**config.mk**
```make
export PLATFORM = sky130hd
export DESIGN_NAME = dispatch_buffer
export DESIGN_NICKNAME = d
export VERILOG_FILES = /design/src/rtl/dispatch_buffer.sv
export SDC_FILE = /design/constraint.sdc
export NUM_CORES = 1
export LEC_CHECK = 0
export ABC_AREA = 1
export CAP_MARGIN = 20
export CORE_UTILIZATION = 30
export DETAILED_ROUTE_END_ITERATION = 10
export PLACE_DENSITY = 0.54
export SLEW_MARGIN = 20
export SYNTH_ARGS = -nofsm -noshare
export SYNTH_HDL_FRONTEND = slang
export SYNTH_SLANG_ARGS = --single-unit
```
**constraint.sdc**
```tcl
create_clock -name clk -period 4.35 [get_ports clk]
set_input_delay 1.305 -clock clk [delete_from_list [all_inputs] [get_ports clk]]
set_output_delay 1.305 -clock clk [all_outputs]
set_load 0.02 [all_outputs]
```
**src/rtl/dispatch_buffer.sv**
```systemverilog
// Bundle FIFO between rename/dispatch and the issue queue.
// Waiting operands are woken by the writeback snoop, both while a bundle is stored and in the cycle it leaves.
package parameters;
    localparam int DISPATCH_WIDTH       = 2;
    localparam int PHYS_REGS_ADDR_WIDTH = 6;
    localparam int DISPATCH_ADDR_WIDTH  = 2;
    localparam int ROB_ADDR_WIDTH       = 5;
endpackage

package common;
    typedef enum logic [3:0] {
        ALU_ADD, ALU_SUB, ALU_AND, ALU_OR, ALU_XOR, ALU_SLL, ALU_SRL, ALU_SRA, ALU_SLT, ALU_SLTU
    } alu_cmd_t;
    typedef enum logic {OP_REG, OP_IMM} op_type_t;
endpackage

module dispatch_buffer
    import parameters::*;
#(
    parameter int BUF_DEPTH = 4
) (
    input  logic                            clk,
    input  logic                            rst,
    input  logic                            flush,
    input  logic                            in_valid,
    output logic                            in_ready,
    input  logic                            in_en              [0:DISPATCH_WIDTH-1],
    input  common::alu_cmd_t                in_alu_cmd         [0:DISPATCH_WIDTH-1],
    input  logic                            in_op1_valid       [0:DISPATCH_WIDTH-1],
    input  logic                            in_op2_valid       [0:DISPATCH_WIDTH-1],
    input  logic [PHYS_REGS_ADDR_WIDTH-1:0] in_op1             [0:DISPATCH_WIDTH-1],
    input  logic [31:0]                     in_op2             [0:DISPATCH_WIDTH-1],
    input  common::op_type_t                in_op2_type        [0:DISPATCH_WIDTH-1],
    input  logic [PHYS_REGS_ADDR_WIDTH-1:0] in_phys_rd         [0:DISPATCH_WIDTH-1],
    input  logic [DISPATCH_ADDR_WIDTH-1:0]  in_bank_addr       [0:DISPATCH_WIDTH-1],
    input  logic [ROB_ADDR_WIDTH-1:0]       in_rob_addr        [0:DISPATCH_WIDTH-1],
    input  logic                            wb_valid           [0:DISPATCH_WIDTH-1],
    input  logic [PHYS_REGS_ADDR_WIDTH-1:0] wb_phys_rd         [0:DISPATCH_WIDTH-1],
    input  logic                            isq_full,
    output logic                            dispatch_en        [0:DISPATCH_WIDTH-1],
    output common::alu_cmd_t                dispatch_alu_cmd   [0:DISPATCH_WIDTH-1],
    output logic                            dispatch_op1_valid [0:DISPATCH_WIDTH-1],
    output logic                            dispatch_op2_valid [0:DISPATCH_WIDTH-1],
    output logic [PHYS_REGS_ADDR_WIDTH-1:0] dispatch_op1       [0:DISPATCH_WIDTH-1],
    output logic [31:0]                     dispatch_op2       [0:DISPATCH_WIDTH-1],
    output common::op_type_t                dispatch_op2_type  [0:DISPATCH_WIDTH-1],
    output logic [PHYS_REGS_ADDR_WIDTH-1:0] dispatch_phys_rd   [0:DISPATCH_WIDTH-1],
    output logic [DISPATCH_ADDR_WIDTH-1:0]  dispatch_bank_addr [0:DISPATCH_WIDTH-1],
    output logic [ROB_ADDR_WIDTH-1:0]       dispatch_rob_addr  [0:DISPATCH_WIDTH-1]
);

    localparam int PW  = $clog2(BUF_DEPTH);
    localparam int CW  = PW + 1;
    localparam int PRW = PHYS_REGS_ADDR_WIDTH;
    localparam logic [CW-1:0] DEPTH_CNT = CW'(BUF_DEPTH);

    typedef struct packed {
        logic                          en;
        common::alu_cmd_t              alu_cmd;
        logic                          op1_valid;
        logic                          op2_valid;
        logic [PRW-1:0]                op1;
        logic [31:0]                   op2;
        common::op_type_t              op2_type;
        logic [PRW-1:0]                phys_rd;
        logic [DISPATCH_ADDR_WIDTH-1:0] bank_addr;
        logic [ROB_ADDR_WIDTH-1:0]     rob_addr;
    } lane_t;

    lane_t          entries_q [BUF_DEPTH][DISPATCH_WIDTH];
    lane_t          entries_d [BUF_DEPTH][DISPATCH_WIDTH];
    logic [PW-1:0]  head_q, head_d;
    logic [PW-1:0]  tail_q, tail_d;
    logic [CW-1:0]  count_q, count_d;

    logic                               pushEn;
    logic                               popEn;
    logic [DISPATCH_WIDTH-1:0]          wbValidVec;
    logic [DISPATCH_WIDTH-1:0][PRW-1:0] wbRdVec;

    function automatic logic wbHit(input logic [PRW-1:0] addr,
                                   input logic [DISPATCH_WIDTH-1:0] vld,
                                   input logic [DISPATCH_WIDTH-1:0][PRW-1:0] rd);
        logic hit;
        hit = 1'b0;
        for (int w = 0; w < DISPATCH_WIDTH; w++) begin
            if (vld[w] && rd[w] == addr) begin
                hit = 1'b1;
            end
        end
        return hit;
    endfunction

    always_comb begin
        wbValidVec = '0;
        wbRdVec    = '0;
        for (int w = 0; w < DISPATCH_WIDTH; w++) begin
            wbValidVec[w] = wb_valid[w];
            wbRdVec[w]    = wb_phys_rd[w];
        end
    end

    // in_ready depends only on stored occupancy, so a pop never frees a slot in the same cycle
    assign in_ready = (count_q < DEPTH_CNT);
    assign pushEn   = in_valid && in_ready;
    assign popEn    = (count_q != '0) && !isq_full;

    always_comb begin
        entries_d = entries_q;
        head_d    = head_q;
        tail_d    = tail_q;
        count_d   = count_q;

        for (int i = 0; i < BUF_DEPTH; i++) begin
            for (int b = 0; b < DISPATCH_WIDTH; b++) begin
                if (!entries_q[i][b].op1_valid && wbHit(entries_q[i][b].op1, wbValidVec, wbRdVec)) begin
                    entries_d[i][b].op1_valid = 1'b1;
                end
                if (!entries_q[i][b].op2_valid && wbHit(entries_q[i][b].op2[PRW-1:0], wbValidVec, wbRdVec)) begin
                    entries_d[i][b].op2_valid = 1'b1;
                end
            end
        end

        if (pushEn) begin
            for (int b = 0; b < DISPATCH_WIDTH; b++) begin
                entries_d[tail_q][b].en        = in_en[b];
                entries_d[tail_q][b].alu_cmd   = in_alu_cmd[b];
                entries_d[tail_q][b].op1_valid = in_op1_valid[b] | wbHit(in_op1[b], wbValidVec, wbRdVec);
                entries_d[tail_q][b].op2_valid = in_op2_valid[b] | wbHit(in_op2[b][PRW-1:0], wbValidVec, wbRdVec);
                entries_d[tail_q][b].op1       = in_op1[b];
                entries_d[tail_q][b].op2       = in_op2[b];
                entries_d[tail_q][b].op2_type  = in_op2_type[b];
                entries_d[tail_q][b].phys_rd   = in_phys_rd[b];
                entries_d[tail_q][b].bank_addr = in_bank_addr[b];
                entries_d[tail_q][b].rob_addr  = in_rob_addr[b];
            end
            tail_d = tail_q + 1'b1;
        end

        if (popEn) begin
            head_d = head_q + 1'b1;
        end

        case ({pushEn, popEn})
            2'b10:   count_d = count_q + 1'b1;
            2'b01:   count_d = count_q - 1'b1;
            default: count_d = count_q;
        endcase

        if (flush) begin
            head_d  = '0;
            tail_d  = '0;
            count_d = '0;
        end
    end

    always_ff @(posedge clk or posedge rst) begin
        if (rst) begin
            head_q  <= '0;
            tail_q  <= '0;
            count_q <= '0;
        end else begin
            head_q  <= head_d;
            tail_q  <= tail_d;
            count_q <= count_d;
        end
    end

    // Payload needs no reset: nothing is presented as valid until count is non-zero
    always_ff @(posedge clk) begin
        entries_q <= entries_d;
    end

    always_comb begin
        for (int b = 0; b < DISPATCH_WIDTH; b++) begin
            dispatch_en[b]        = entries_q[head_q][b].en && popEn;
            dispatch_alu_cmd[b]   = entries_q[head_q][b].alu_cmd;
            dispatch_op1_valid[b] = entries_q[head_q][b].op1_valid
                                  | wbHit(entries_q[head_q][b].op1, wbValidVec, wbRdVec);
            dispatch_op2_valid[b] = entries_q[head_q][b].op2_valid
                                  | wbHit(entries_q[head_q][b].op2[PRW-1:0], wbValidVec, wbRdVec);
            dispatch_op1[b]       = entries_q[head_q][b].op1;
            dispatch_op2[b]       = entries_q[head_q][b].op2;
            dispatch_op2_type[b]  = entries_q[head_q][b].op2_type;
            dispatch_phys_rd[b]   = entries_q[head_q][b].phys_rd;
            dispatch_bank_addr[b] = entries_q[head_q][b].bank_addr;
            dispatch_rob_addr[b]  = entries_q[head_q][b].rob_addr;
        end
    end

endmodule

```
# Word-level counts from Yosys, hierarchy flattened
# Cells that the tools add are included.
[word_totals]
register_bits = 479
wordCells = 379
out_inout_bits = 119
input_bits = 137
[classes]
n_eq_ne = 50
n_addsub = 4
n_mux = 138
n_bitwise = 10
order_cmp = 4
reduce_logical = 90
[op_table]
columns = ["cell", "n"]
rows = [
  ["$bwmux W472", 20],
  ["$demux W118 S2", 20],
  ["$mux W467", 1],
  ["$mux W118", 3],
  ["$eq A6 B6 Y1", 48],
  ["$bmux W118 S2", 1],
  ["$mux W117", 1],
  ["$mux W113", 1],
  ["$mux W112", 1],
  ["$mux W111", 1],
  ["$mux W105", 1],
  ["$mux W73", 1],
  ["$mux W72", 1],
  ["$logic_and A1 B1 Y1", 69],
  ["$mux W1", 68],
  ["$mux W66", 1],
  ["$mux W64", 1],
  ["$mux W59", 1],
  ["$mux W58", 1],
  ["$mux W54", 1],
  ["$mux W53", 1],
  ["$mux W52", 1],
  ["$mux W46", 1],
  ["$logic_not A1 Y1", 17],
  ["19 further kinds", 34],
]

# Depth between registers and ports, before layout
[logic_depth]
depth_word = 27
ltp_mapped = 12

# Worst setup path before layout
# Ideal clock, no wire load.
[synth_timing]
kind = "input-to-reg"
start = "input in_valid"
end = "register entries_q[288] (netlist bit)"
required_ns = 4.293
n_path_buf = 0
t_arrival_ns = 4.533
slack_ns = -0.240
cell_stages = 9
path_cell_list = "inv_1 -> nor2_2 -> nand2_1 -> inv_1 -> or2_2 -> a21oi_1 -> nand2_1 -> nand2_1 -> inv_1"
[synth_lines]
columns = ["item", "line_no", "rtl"]
rows = [
  ["from (decl)", "25", "input logic in_valid,"],
  ["to (signal assigned)", "172", "entries_q <= entries_d;"],
  ["to (decl)", "70", "lane_t entries_q [BUF_DEPTH][DISPATCH_WIDTH];"],
]

==> impl_metrics.env <==
export IMPL_io_buffer_count=255
export IMPL_worst_slew_slack_as_a_fraction_of_its_limit=0.5003
export IMPL_drtPass1Iterations=8
export IMPL_netlist_area_leader_share=0.6132
export IMPL_period_share=0.9803
export IMPL_die_area_mm2=0.07553
export IMPL_antenna_left=0
export IMPL_clk_path_buf_depth=3
export IMPL_synth_flop_cell="sky130_fd_sc_hd__edfxtp_1"
export IMPL_antenna_diode_count=0
export IMPL_arrival_ns=2.96
export IMPL_die_y_um=274.8
export IMPL_post_synthesis_mux_area_share=0
export IMPL_yosys_area_share_adder=0.003138
export IMPL_row_count=99
export IMPL_synthesis_area_mm2=0.02233
export IMPL_synth_area_leaders="sky130_fd_sc_hd__edfxtp_1 (61%), sky130_fd_sc_hd__nand2_1 (7.5%), sky130_fd_sc_hd__o21ai_0 (5.4%)"
export IMPL_timing_critical_path_to_type="output port"
export IMPL_seq_area_frac_synth=0.6354
export IMPL_cp_start_kind="primary input"
export IMPL_maxCapViolations=0
export IMPL_floorplan_io_pins=256
export IMPL_power_per_cell_area_mw_per_mm2=581.2
export IMPL_worst_hold_path_type="reg -> reg"
export IMPL_dieWidth_um=274.8
export IMPL_final_setup_skew_ns=0.03677
export IMPL_initial_utilization=0.3045
export IMPL_tritoncts="built"
export IMPL_avgSynthCellArea_um2=10.11
export IMPL_count_of_different_cell_masters_after_synthesis=37
export IMPL_routed_wl_um=78920
export IMPL_edff_count_synth=456
export IMPL_final_min_clock_period_ns=4.264
export IMPL_rsz0062_at_grt="no"
export IMPL_synth_compound_area_share=0.1137
export IMPL_iter_0_drt_violations=1641
export IMPL_detailed_place_hpwl_um=51550
export IMPL_postSynthNetCount=2350
export IMPL_postSynthRegisterBits=479
export IMPL_clk_insertion_delay_late_ns=0.61
export IMPL_tritoncts_num_buffers=55
export IMPL_fin_tns_setup_ns=0
export IMPL_gpl_final_weighted_congestion=0.9330
export IMPL_vdd_drop_max_uv=448.4
export IMPL_post_route_cells_drive_above_1_share=0.09387
export IMPL_worst_setup_path_type="in -> out"
export IMPL_yosys_area_share_simple=0.1725
export IMPL_root_buffer="sky130_fd_sc_hd__clkbuf_16"
export IMPL_cts_sinks=479
export IMPL_dr_total_vias=17800
export IMPL_run_status="complete, but fails checks"
export IMPL_initial_antenna_violation_count=7
export IMPL_clk_pin_slew_ns=0.05
export IMPL_design_core_area_mm2=0.07333
export IMPL_layout_nets=2644
export IMPL_share_of_the_core_filled_with_cells_in_the_final_layout=0.3881
export IMPL_final_fill_count=7171
export IMPL_synth_xor_area_share=0.02157
export IMPL_power_leakage_nw=10.55
export IMPL_report_final_hold_viol_count=0
export IMPL_area_growth_synth_to_final_pct=27.43
export IMPL_synth_top_family_by_area="simple AND/OR/NAND/NOR gates"
export IMPL_timing_fmax_mhz=234.5
export IMPL_drt_vias_per_instance=5.079
export IMPL_avgRoutedWirePerCell_um=22.52
export IMPL_worst_tran_pin_value_ns=0.7487
export IMPL_report_final_slew_viol_count=0
export IMPL_synth_largest_area_cell="sky130_fd_sc_hd__edfxtp_1"
export IMPL_setup_violations=0
export IMPL_async_reset_ff_frac=0.01461
export IMPL_post_synth_inst_count=2208
export IMPL_ys_warn_count=0
export IMPL_drcViolationCount=15
export IMPL_globalRouteTotalUtil=0.2045
export IMPL_cts_htree_levels=2
export IMPL_vias_in_the_first_global_route=17270
export IMPL_violations_in_the_final_reports="design-rule violations"
export IMPL_globalRoute_totalOverflow=0
export IMPL_crit_path_max_fanout=12
export IMPL_grt_pass1_wl_um=115100
export IMPL_grt_start_max_net_pins=133
export IMPL_critPathRequiredTime_ns=3.04
-- routing by layer --
| layer | GRT usage | part of all wire | vias up |
|---|---|---|---|
| li1 | - | - | 8318 |
| met1 | 0.2781 | 0.44 | 8703 |
| met2 | 0.3272 | 0.46 | 664 |
| met3 | 0.05071 | 0.082 | 104 |
| met4 | 0.04740 | 0.020 | 12 |
| met5 | 0 | 0.0010 | - |
-- cells in the mapped netlist (3+ instances only) --
master,instances
sky130_fd_sc_hd__a21oi_1,53
sky130_fd_sc_hd__xnor2_1,19
sky130_fd_sc_hd__nand2_1,445
sky130_fd_sc_hd__nor3_1,23
sky130_fd_sc_hd__nand4_1,24
sky130_fd_sc_hd__buf_4,5
sky130_fd_sc_hd__o2111ai_1,8
sky130_fd_sc_hd__o21ai_0,243
sky130_fd_sc_hd__a211oi_1,3
sky130_fd_sc_hd__clkbuf_1,59
sky130_fd_sc_hd__or2_2,16
sky130_fd_sc_hd__o211ai_1,10
sky130_fd_sc_hd__buf_2,57
sky130_fd_sc_hd__xor2_1,36
sky130_fd_sc_hd__nand3_1,128
sky130_fd_sc_hd__nor2_1,281
sky130_fd_sc_hd__o22ai_1,130
sky130_fd_sc_hd__buf_6,8
sky130_fd_sc_hd__edfxtp_1,456
sky130_fd_sc_hd__dfxtp_1,16
sky130_fd_sc_hd__dfrtp_1,7
sky130_fd_sc_hd__nand3b_1,8
sky130_fd_sc_hd__ha_1,4
sky130_fd_sc_hd__buf_1,3
sky130_fd_sc_hd__clkinv_1,3
sky130_fd_sc_hd__nand3_2,4
sky130_fd_sc_hd__inv_2,5
sky130_fd_sc_hd__inv_1,140
sky130_fd_sc_hd__o221ai_1,4
-- area by class of cell --
class / instances / area [µm²] / area share
clock buffers: 59 / 1391 / 0.04889
clock inverters: 42 / 473.0 / 0.01662
inverters: 148 / 588.1 / 0.02067
multi-input cells: 1449 / 6942 / 0.2439
flip-flops and latches: 479 / 14200 / 0.4989
well taps: 959 / 1200 / 0.04217
repair buffers: 369 / 3666 / 0.1288
-- final timing paths --
path	from	to	slack, ns	cells after the start
min reg2reg	count_q[2]	count_q[2]	0.55	2
max in group asynchronous	rst	head_q[0]	3.16	2
min in group asynchronous	rst	tail_q[0]	0.95	2
max reg2reg	tail_q[0]	entries_q[112]	2.25	8
min	count_q[2]	count_q[2]	0.55	2
max	wb_phys_rd[3]	dispatch_op2_valid[1]	0.09	8
-- cells by family (layout without fill, tap and decap cells) --
kind of cell / count (synthesis) / after routing
simple gates: 932 / 932
flops: 479 / 479
compound gates: 457 / 457
buf+inv: 280 / 618
xor+xnor: 55 / 55
fa+ha+maj: 5 / 5
-- critical path, cell delays in order --
cell	delay (ns)
sky130_fd_sc_hd__clkdlybuf4s50_1	0.53
sky130_fd_sc_hd__buf_4	0.26
sky130_fd_sc_hd__a21oi_1	0.15
sky130_fd_sc_hd__nand2_1	0.06
sky130_fd_sc_hd__nor2_1	0.11
sky130_fd_sc_hd__nand2_1	0.09
sky130_fd_sc_hd__nand3b_1	0.09
sky130_fd_sc_hd__dlygate4sd2_1	0.35
-- power by group --
| group | leakage, nW | internal [mW] | switching [mW] |
|---|---|---|---|
| Clock | 0.892 | 2.76 | 1.95 |
| Combinational | 5.25 | 2.15 | 3.83 |
| Sequential | 4.41 | 5.63 | 0.219 |
| Total | 10.6 | 10.5 | 6.00 |
-- per-stage QoR --
step	hold slack (ns)	worst slack (ns)	power (mW)	cell area (µm²)	instances
floorplan	0.4986	0.2361	9.124	22350	2208
global placement	0.5236	-0.2574	11.86	26530	3403
detailed placement	0.5422	-0.2732	11.87	26530	3403
CTS	0.5600	0.0004525	16.73	28450	3505
global route	0.5887	0.0006708	17.35	28460	3505
finish	0.5503	0.08566	16.54	28460	3505
-- cell usage in the layout (no fill, tap or decap), drive strengths merged, types with 10 or more instances in the layout --
cell type      synthesis  final
clkinv                 3     28
a21oi                 53     53
o21ai                245    245
buf                   73    114
xnor2                 19     19
dfxtp                 16     16
nor2                 282    282
or2                   16     16
clkinvlp               0     11
o211ai                10     10
inv                  145    144
clkbuf                59     62
clkdlybuf4s50          0    248
nand4                 24     24
xor2                  36     36
o22ai                130    130
nor3                  23     23
edfxtp               456    456
nand2                445    445
nand3                132    132
-- timing repair --
action,4_1_cts,5_1_grt
hold buffers,0,0
buffers inserted,0,0
gates cloned,1,0
setup endpoints to repair,40,43
resized for setup,11,12
(Power assumes the default switching activity.)
